<file path="src/rtl/video_in_to_axis_if.sv">
// AXI-Stream video bus: one beat per pixel, tuser = start of frame, tlast = end of frame.
interface video_in_to_axis_if #(
    parameter int DATA_WIDTH = 24
);
    logic                  tvalid;
    logic                  tready;
    logic [DATA_WIDTH-1:0] tdata;
    logic                  tuser;
    logic                  tlast;

    modport master (output tvalid, tdata, tuser, tlast, input tready);
    modport slave  (input tvalid, tdata, tuser, tlast, output tready);
endinterface

</file>
<file path="src/rtl/video_in_to_axis.sv">
// Raw parallel video (de/vsync/data) to frame-delimited AXI-Stream through a small FWFT FIFO.
// Aborted frames are always closed with a data=0, tlast=1 terminator beat.
module video_in_to_axis #(
    parameter int DATA_WIDTH = 24,
    parameter int FIFO_DEPTH = 16,
    parameter int ACTIVE_W   = 640,
    parameter int ACTIVE_H   = 480,
    parameter bit VSYNC_POL  = 1'b1
) (
    input  logic                  clk,
    input  logic                  rst,
    input  logic                  enable,
    input  logic                  clr_status,
    input  logic                  vid_de,
    input  logic                  vid_vsync,
    input  logic [DATA_WIDTH-1:0] vid_data,
    video_in_to_axis_if.master    m_axis,
    output logic                  overflow,
    output logic                  size_err,
    output logic [15:0]           frame_cnt
);
    localparam int XW = (ACTIVE_W > 1) ? $clog2(ACTIVE_W) : 1;
    localparam int YW = (ACTIVE_H > 1) ? $clog2(ACTIVE_H) : 1;
    localparam int AW = $clog2(FIFO_DEPTH);
    localparam logic [XW-1:0] X_LAST = XW'(ACTIVE_W - 1);
    localparam logic [YW-1:0] Y_LAST = YW'(ACTIVE_H - 1);

    typedef enum logic [1:0] {IDLE, ACTIVE, TERM, DROP} state_t;

    typedef struct packed {
        logic                  tuser;
        logic                  tlast;
        logic [DATA_WIDTH-1:0] data;
    } beat_t;

    state_t        state;
    logic [XW-1:0] x;
    logic [YW-1:0] y;
    logic          vsync_q;
    logic          fs_pending;
    logic          fs;

    beat_t         mem [FIFO_DEPTH];
    logic [AW:0]   wr_ptr;
    logic [AW:0]   rd_ptr;
    logic          full;
    logic          empty;
    logic          push;
    logic          pop;
    beat_t         push_beat;
    beat_t         head;

    logic          first_px;
    logic          last_px;
    logic          ovf_set;
    logic          size_set;

    assign fs       = (vid_vsync == VSYNC_POL) && (vsync_q != VSYNC_POL);
    assign empty    = (wr_ptr == rd_ptr);
    assign full     = (wr_ptr[AW] != rd_ptr[AW]) && (wr_ptr[AW-1:0] == rd_ptr[AW-1:0]);
    assign pop      = !empty && m_axis.tready;
    assign first_px = (x == '0) && (y == '0);
    assign last_px  = (x == X_LAST) && (y == Y_LAST);

    // NOTE: every always_comb output gets a default first, so no path can infer a latch.
    always_comb begin
        push      = 1'b0;
        push_beat = '0;
        ovf_set   = 1'b0;
        size_set  = 1'b0;
        case (state)
            ACTIVE: begin
                if (fs) begin
                    size_set = 1'b1;
                end else if (vid_de) begin
                    if (full) begin
                        ovf_set = 1'b1;
                    end else begin
                        push      = 1'b1;
                        push_beat = '{tuser: first_px, tlast: last_px, data: vid_data};
                    end
                end
            end
            TERM: begin
                if (!full) begin
                    push      = 1'b1;
                    push_beat = '{tuser: 1'b0, tlast: 1'b1, data: '0};
                end
            end
            default: ;
        endcase
    end

    // NOTE: sequential state uses non-blocking assignments so every register samples pre-edge values.
    always_ff @(posedge clk) begin
        if (rst) begin
            state      <= IDLE;
            x          <= '0;
            y          <= '0;
            vsync_q    <= ~VSYNC_POL;
            fs_pending <= 1'b0;
            overflow   <= 1'b0;
            size_err   <= 1'b0;
            frame_cnt  <= '0;
        end else begin
            vsync_q  <= vid_vsync;
            overflow <= (overflow && !clr_status) || ovf_set;
            size_err <= (size_err && !clr_status) || size_set;
            case (state)
                IDLE: begin
                    if (fs && enable) begin
                        state <= ACTIVE;
                        x     <= '0;
                        y     <= '0;
                    end
                end
                ACTIVE: begin
                    // The fs that aborts a frame is consumed here; its frame is not captured.
                    if (fs || (vid_de && full)) begin
                        state      <= TERM;
                        fs_pending <= 1'b0;
                    end else if (vid_de) begin
                        if (last_px) begin
                            state     <= IDLE;
                            frame_cnt <= frame_cnt + 16'd1;
                        end else if (x == X_LAST) begin
                            x <= '0;
                            y <= y + YW'(1);
                        end else begin
                            x <= x + XW'(1);
                        end
                    end
                end
                TERM: begin
                    if (fs) fs_pending <= 1'b1;
                    if (!full) state <= DROP;
                end
                DROP: begin
                    if (fs || fs_pending) begin
                        fs_pending <= 1'b0;
                        if (enable) begin
                            state <= ACTIVE;
                            x     <= '0;
                            y     <= '0;
                        end else begin
                            state <= IDLE;
                        end
                    end
                end
                default: state <= IDLE;
            endcase
        end
    end

    always_ff @(posedge clk) begin
        if (rst) begin
            wr_ptr <= '0;
            rd_ptr <= '0;
        end else begin
            if (push) wr_ptr <= wr_ptr + (AW+1)'(1);
            if (pop)  rd_ptr <= rd_ptr + (AW+1)'(1);
        end
    end

    // NOTE: storage has no reset; an entry is only visible after it has been written.
    always_ff @(posedge clk) begin
        if (push) mem[wr_ptr[AW-1:0]] <= push_beat;
    end

    assign head          = empty ? '0 : mem[rd_ptr[AW-1:0]];
    assign m_axis.tvalid = !empty;
    assign m_axis.tdata  = head.data;
    assign m_axis.tuser  = head.tuser;
    assign m_axis.tlast  = head.tlast;
endmodule

</file>
<file path="src/flat_wrapper.sv">
// flat-port wrapper written by rule: the top's interface ports become plain ports
module video_in_to_axis_flat 
#(
    parameter int DATA_WIDTH = 24,
    parameter int FIFO_DEPTH = 16,
    parameter int ACTIVE_W   = 640,
    parameter int ACTIVE_H   = 480,
    parameter bit VSYNC_POL  = 1'b1
)
  (clk, rst, enable, clr_status, vid_de, vid_vsync, vid_data, overflow, size_err, frame_cnt, m_axis_tvalid, m_axis_tdata, m_axis_tuser, m_axis_tlast, m_axis_tready);
  video_in_to_axis_if #(.DATA_WIDTH(DATA_WIDTH)) m_axis_i ();
  input  logic clk;
  input  logic rst;
  input  logic enable;
  input  logic clr_status;
  input  logic vid_de;
  input  logic vid_vsync;
  input  logic [DATA_WIDTH-1:0] vid_data;
  output logic overflow;
  output logic size_err;
  output logic [15:0] frame_cnt;
  output wire logic [$bits(m_axis_i.tvalid)-1:0] m_axis_tvalid;
  output wire logic [$bits(m_axis_i.tdata)-1:0] m_axis_tdata;
  output wire logic [$bits(m_axis_i.tuser)-1:0] m_axis_tuser;
  output wire logic [$bits(m_axis_i.tlast)-1:0] m_axis_tlast;
  input wire logic [$bits(m_axis_i.tready)-1:0] m_axis_tready;
  assign m_axis_tvalid = m_axis_i.tvalid;
  assign m_axis_tdata = m_axis_i.tdata;
  assign m_axis_tuser = m_axis_i.tuser;
  assign m_axis_tlast = m_axis_i.tlast;
  assign m_axis_i.tready = m_axis_tready;
  video_in_to_axis #(.DATA_WIDTH(DATA_WIDTH), .FIFO_DEPTH(FIFO_DEPTH), .ACTIVE_W(ACTIVE_W), .ACTIVE_H(ACTIVE_H), .VSYNC_POL(VSYNC_POL)) u_core (.clk(clk), .rst(rst), .enable(enable), .clr_status(clr_status), .vid_de(vid_de), .vid_vsync(vid_vsync), .vid_data(vid_data), .m_axis(m_axis_i), .overflow(overflow), .size_err(size_err), .frame_cnt(frame_cnt));
endmodule
</file>
<file path="config.mk">
export PLATFORM = sky130hd
export DESIGN_NAME = video_in_to_axis_flat
export DESIGN_NICKNAME = d
export VERILOG_FILES = /design/src/rtl/video_in_to_axis_if.sv /design/src/rtl/video_in_to_axis.sv /design/src/flat_wrapper.sv
export SDC_FILE = /design/constraint.sdc
export NUM_CORES = 1
export LEC_CHECK = 0
export ABC_CLOCK_PERIOD_IN_PS = 6600
export BUFFER_PORTS_ARGS = -buffer_cell sky130_fd_sc_hd__buf_2
export CAP_MARGIN = 20
export CORE_UTILIZATION = 55
export CTS_CLUSTER_DIAMETER = 150
export CTS_CLUSTER_SIZE = 16
export DETAILED_ROUTE_END_ITERATION = 10
export PLACE_DENSITY = 0.72
export SYNTH_ARGS = -nofsm -noshare
export SYNTH_HDL_FRONTEND = slang
export SYNTH_SLANG_ARGS = --single-unit
</file>
<file path="constraint.sdc">
create_clock -name clk -period 6.6 [get_ports clk]
set_input_delay 0.33 -clock clk [delete_from_list [all_inputs] [get_ports clk]]
set_output_delay 0.33 -clock clk [all_outputs]
set_load 0.02 [all_outputs]
</file>
==> key figures <==
Synth
  • Biggest area consumer among synthesized cells: edfxtp_1
  • Cell variety after synth: 57
  • Sequential-to-total area share from yosys stat: a little under three quarters
  • Ys async rst share: 0%
  • Synth Register Bits: about 470
  • Synth Cell Area: ~19000 sq um
  • Gate Count Post-Synth: slightly above 1000
  • Syn Nets: 1062
  • Most frequent cell after synthesis: edfxtp_1
  • Dominant cells by area after synthesis: edfxtp_1, mux4_2, dfxtp_1
  • Top-area cell type share of the netlist area: between 60% and 70%
  • Post-synth EDFFs: 416
  • Synth top cells by count: edfxtp_1, mux4_2, dfxtp_1
  • Ys Warns: 0
  • Syn avg cell area: roughly 19 sq um
  • Top FF cell, synth: edfxtp_1

Timing
  • RSZ-0062 raised after global routing: false
  • Setup TNS: 0 ps
  • Fmax: 260 MHz
  • Final setup vio count: 0
  • Fin. max-slew vios: 0
  • Worst slew pin tran: between 1000 and 1500 ps
  • Final-report hold violation count: 0
  • Final Skew: between 10 and 15 ps
  • Tcrit/Tclk final: 58.3%
  • Worst hold slack: around 62 ps
  • Slew margin rel.: 27.4%
  • Min cycle time layout: 3850 ps

Detailed routing
  • DRC viols: 0
  • Final ANT Viol Nets: 0
  • Routed WL: between 30 and 40 mm
  • DRT Pass-1 Iters: 7
  • Avg WL per Cell: 25.5 um
  • Vias: a little under 10000
  • Highest Signal Layer: met4
  • WL met3: roughly 2.4 mm
  • Initial detailed-routing violation count: approximately 1000
  • Vias per cell: about 6.3
  • Met1 WL: between 15 and 20 mm
  • Met2 wire len: between 15 and 20 mm

Critical path
  • CP Max Fanout: 60
  • Critical path arrival: between 3000 and 4000 ps
  • Worst Setup Start Kind: flop
  • Critical Path RT: between 6000 and 7000 ps
  • CP endpoint kind: primary output
  • Crit Path Class: reg -> out
  • Internal reg-to-reg setup slack: ~2900 ps
  • FF-to-FF End: u_core.mem[3][8]
  • Reg2reg path depth: 7

Finish
  • Nets: approximately 1100
  • Area delta synth->final: 9.53%
  • Ant. Diodes: 0
  • Fill count: approximately 2400
  • Share of layout cells above drive strength 1: between 20% and 30%

Placed design
  • Global placement routability congestion: approximately 0.80
  • Final HPWL DP: roughly 21 mm
  • Number of port buffers: between 70 and 80

GRT
  • Tot GR Track Use: between 20% and 30%
  • Vias in the first global route: between 9000 and 10000
  • Global-route wire length before repair: 59.9 mm
  • Total gr overflow: 0
  • Initial antenna violation count: 0
  • Largest net degree at the start of global routing: 61

CTS
  • H-tree depth: 2
  • CTS sink cnt: 471
  • CTS tree: built
  • Post-CTS Hold Buffers: 0
  • CTS Buf Count: 35
  • CTS root buffer: clkbuf_16
  • Clock tree buffer depth: 3
  • Cts repair resizes: 0
  • Clock transition at path regs: around 70 ps
  • Post-CTS setup buffer count: 0
  • Worst-skew pair later-pin latency: around 520 ps

Floorplan
  • IO Count: between 70 and 80
  • Die width: ~190 um
  • Die Span Y: roughly 190 um
  • Die Area: about 36000 sq um
  • CORE AREA: 33900 sq um
  • Row cnt: 67
  • Initial cell density of the core: 56.5%

Pwr
  • Power Density: about 260 nW/um^2
  • Leakage power: about 6.2 nW
  • Power, Total: between 5 and 6 mW
  • Max rail drop VDD: approximately 0.14 mV

Min path
  • Hold EP: u_core.vsync_q
  • Hold path startpoint: vid_vsync
  • Worst hold stages: 2
  • Hold crit path type: in -> reg

Run status
  • Run status: finished, final reports clean

Run
  • Max Cap Violations: 0
==> cell type report <==
cell class                      instances  area [sq um]  area share (%)
Clock inverter                          1          11.3          0.0537
Clock buffer                           43           948            4.52
Multi-Input combinational cell        476          5310            25.4
Sequential cell                       471         13600            64.9
Timing Repair Buffer                   83           448            2.14
Tap cell                              448           561            2.67
Inverter                               20          75.1           0.358
==> routing by layer <==
metal,track usage (%),up-vias
li1,-,4263
met1,33.7,5077
met2,36.1,364
met3,3.33,54
met4,5.80,0
met5,0,-
==> logic make-up after synthesis <==
family	count (synthesis)	share of synthesized area, %
DFF	471	71.0
and+or+nand+nor	220	6.56
muxes	147	16.2
AOI/OAI and AO/OA	82	3.20
buffers and inverters	69	1.43
adders and majority gates	15	0.981
xor gates and xnor gates	12	0.549
==> cell usage in the layout, fill, tap and decap left out, types with 20 or more instances in the layout <==
master	netlist	final
nor2b_1	44	42
clkbuf_16	0	37
mux4_2	130	130
nand3_1	20	20
inv_1	20	20
edfxtp_1	416	416
nor2_1	33	32
and2_1	28	28
buf_2	12	75
dfxtp_1	55	51
==> worst max-delay path, cell delays in order (launching register included) <==
cell and delay [ps]:
dfxtp_4 980, buf_12 510, mux4_2 590, mux4_2 530, nor2b_1 150, buf_2 180
==> state kept, by name, indices dropped and copies added, names as in the netlist, named ones only <==
signal / flops
u_core.size_err: 1
u_core.frame_cnt: 16
u_core.fs_pending: 1
u_core.state: 1
u_core.mem: 416
u_core.rd_ptr: 5
u_core.y: 9
u_core.overflow: 1
u_core.wr_ptr: 5
u_core.x: 10
u_core.vsync_q: 1
==> power breakdown <==
| part | internal, mW | switching [mW] |
|---|---|---|
| registers | 3.22 | 0.0141 |
| logic | 0.0981 | 0.148 |
| clock network | 1.01 | 0.938 |
==> worst max-delay path by stage <==
stage,startpoint,endpoint,cells after the start
after floorplan,u_core.wr_ptr[2],u_core.mem[3][0],6
after global placement,flop,u_core.mem[3][13],7
after detailed placement,flop,u_core.mem[3][10],7
after CTS,flop,m_axis_tdata[0],5
after global routing,flop,m_axis_tdata[0],5
final,flop,m_axis_tdata[0],5
==> through the flow <==
stage	util [%]	area [sq um]	std cells	setup slack, ps
final	61.9	21000	1542	2750
after global routing	61.9	21000	1542	2510
after CTS	61.9	21000	1541	2640
after detailed placement	59.0	20000	1497	2940
after global placement	59.0	20000	1497	3110
after floorplan	-	19100	1016	3060
Note: power is estimated with default switching activity, not from simulation.
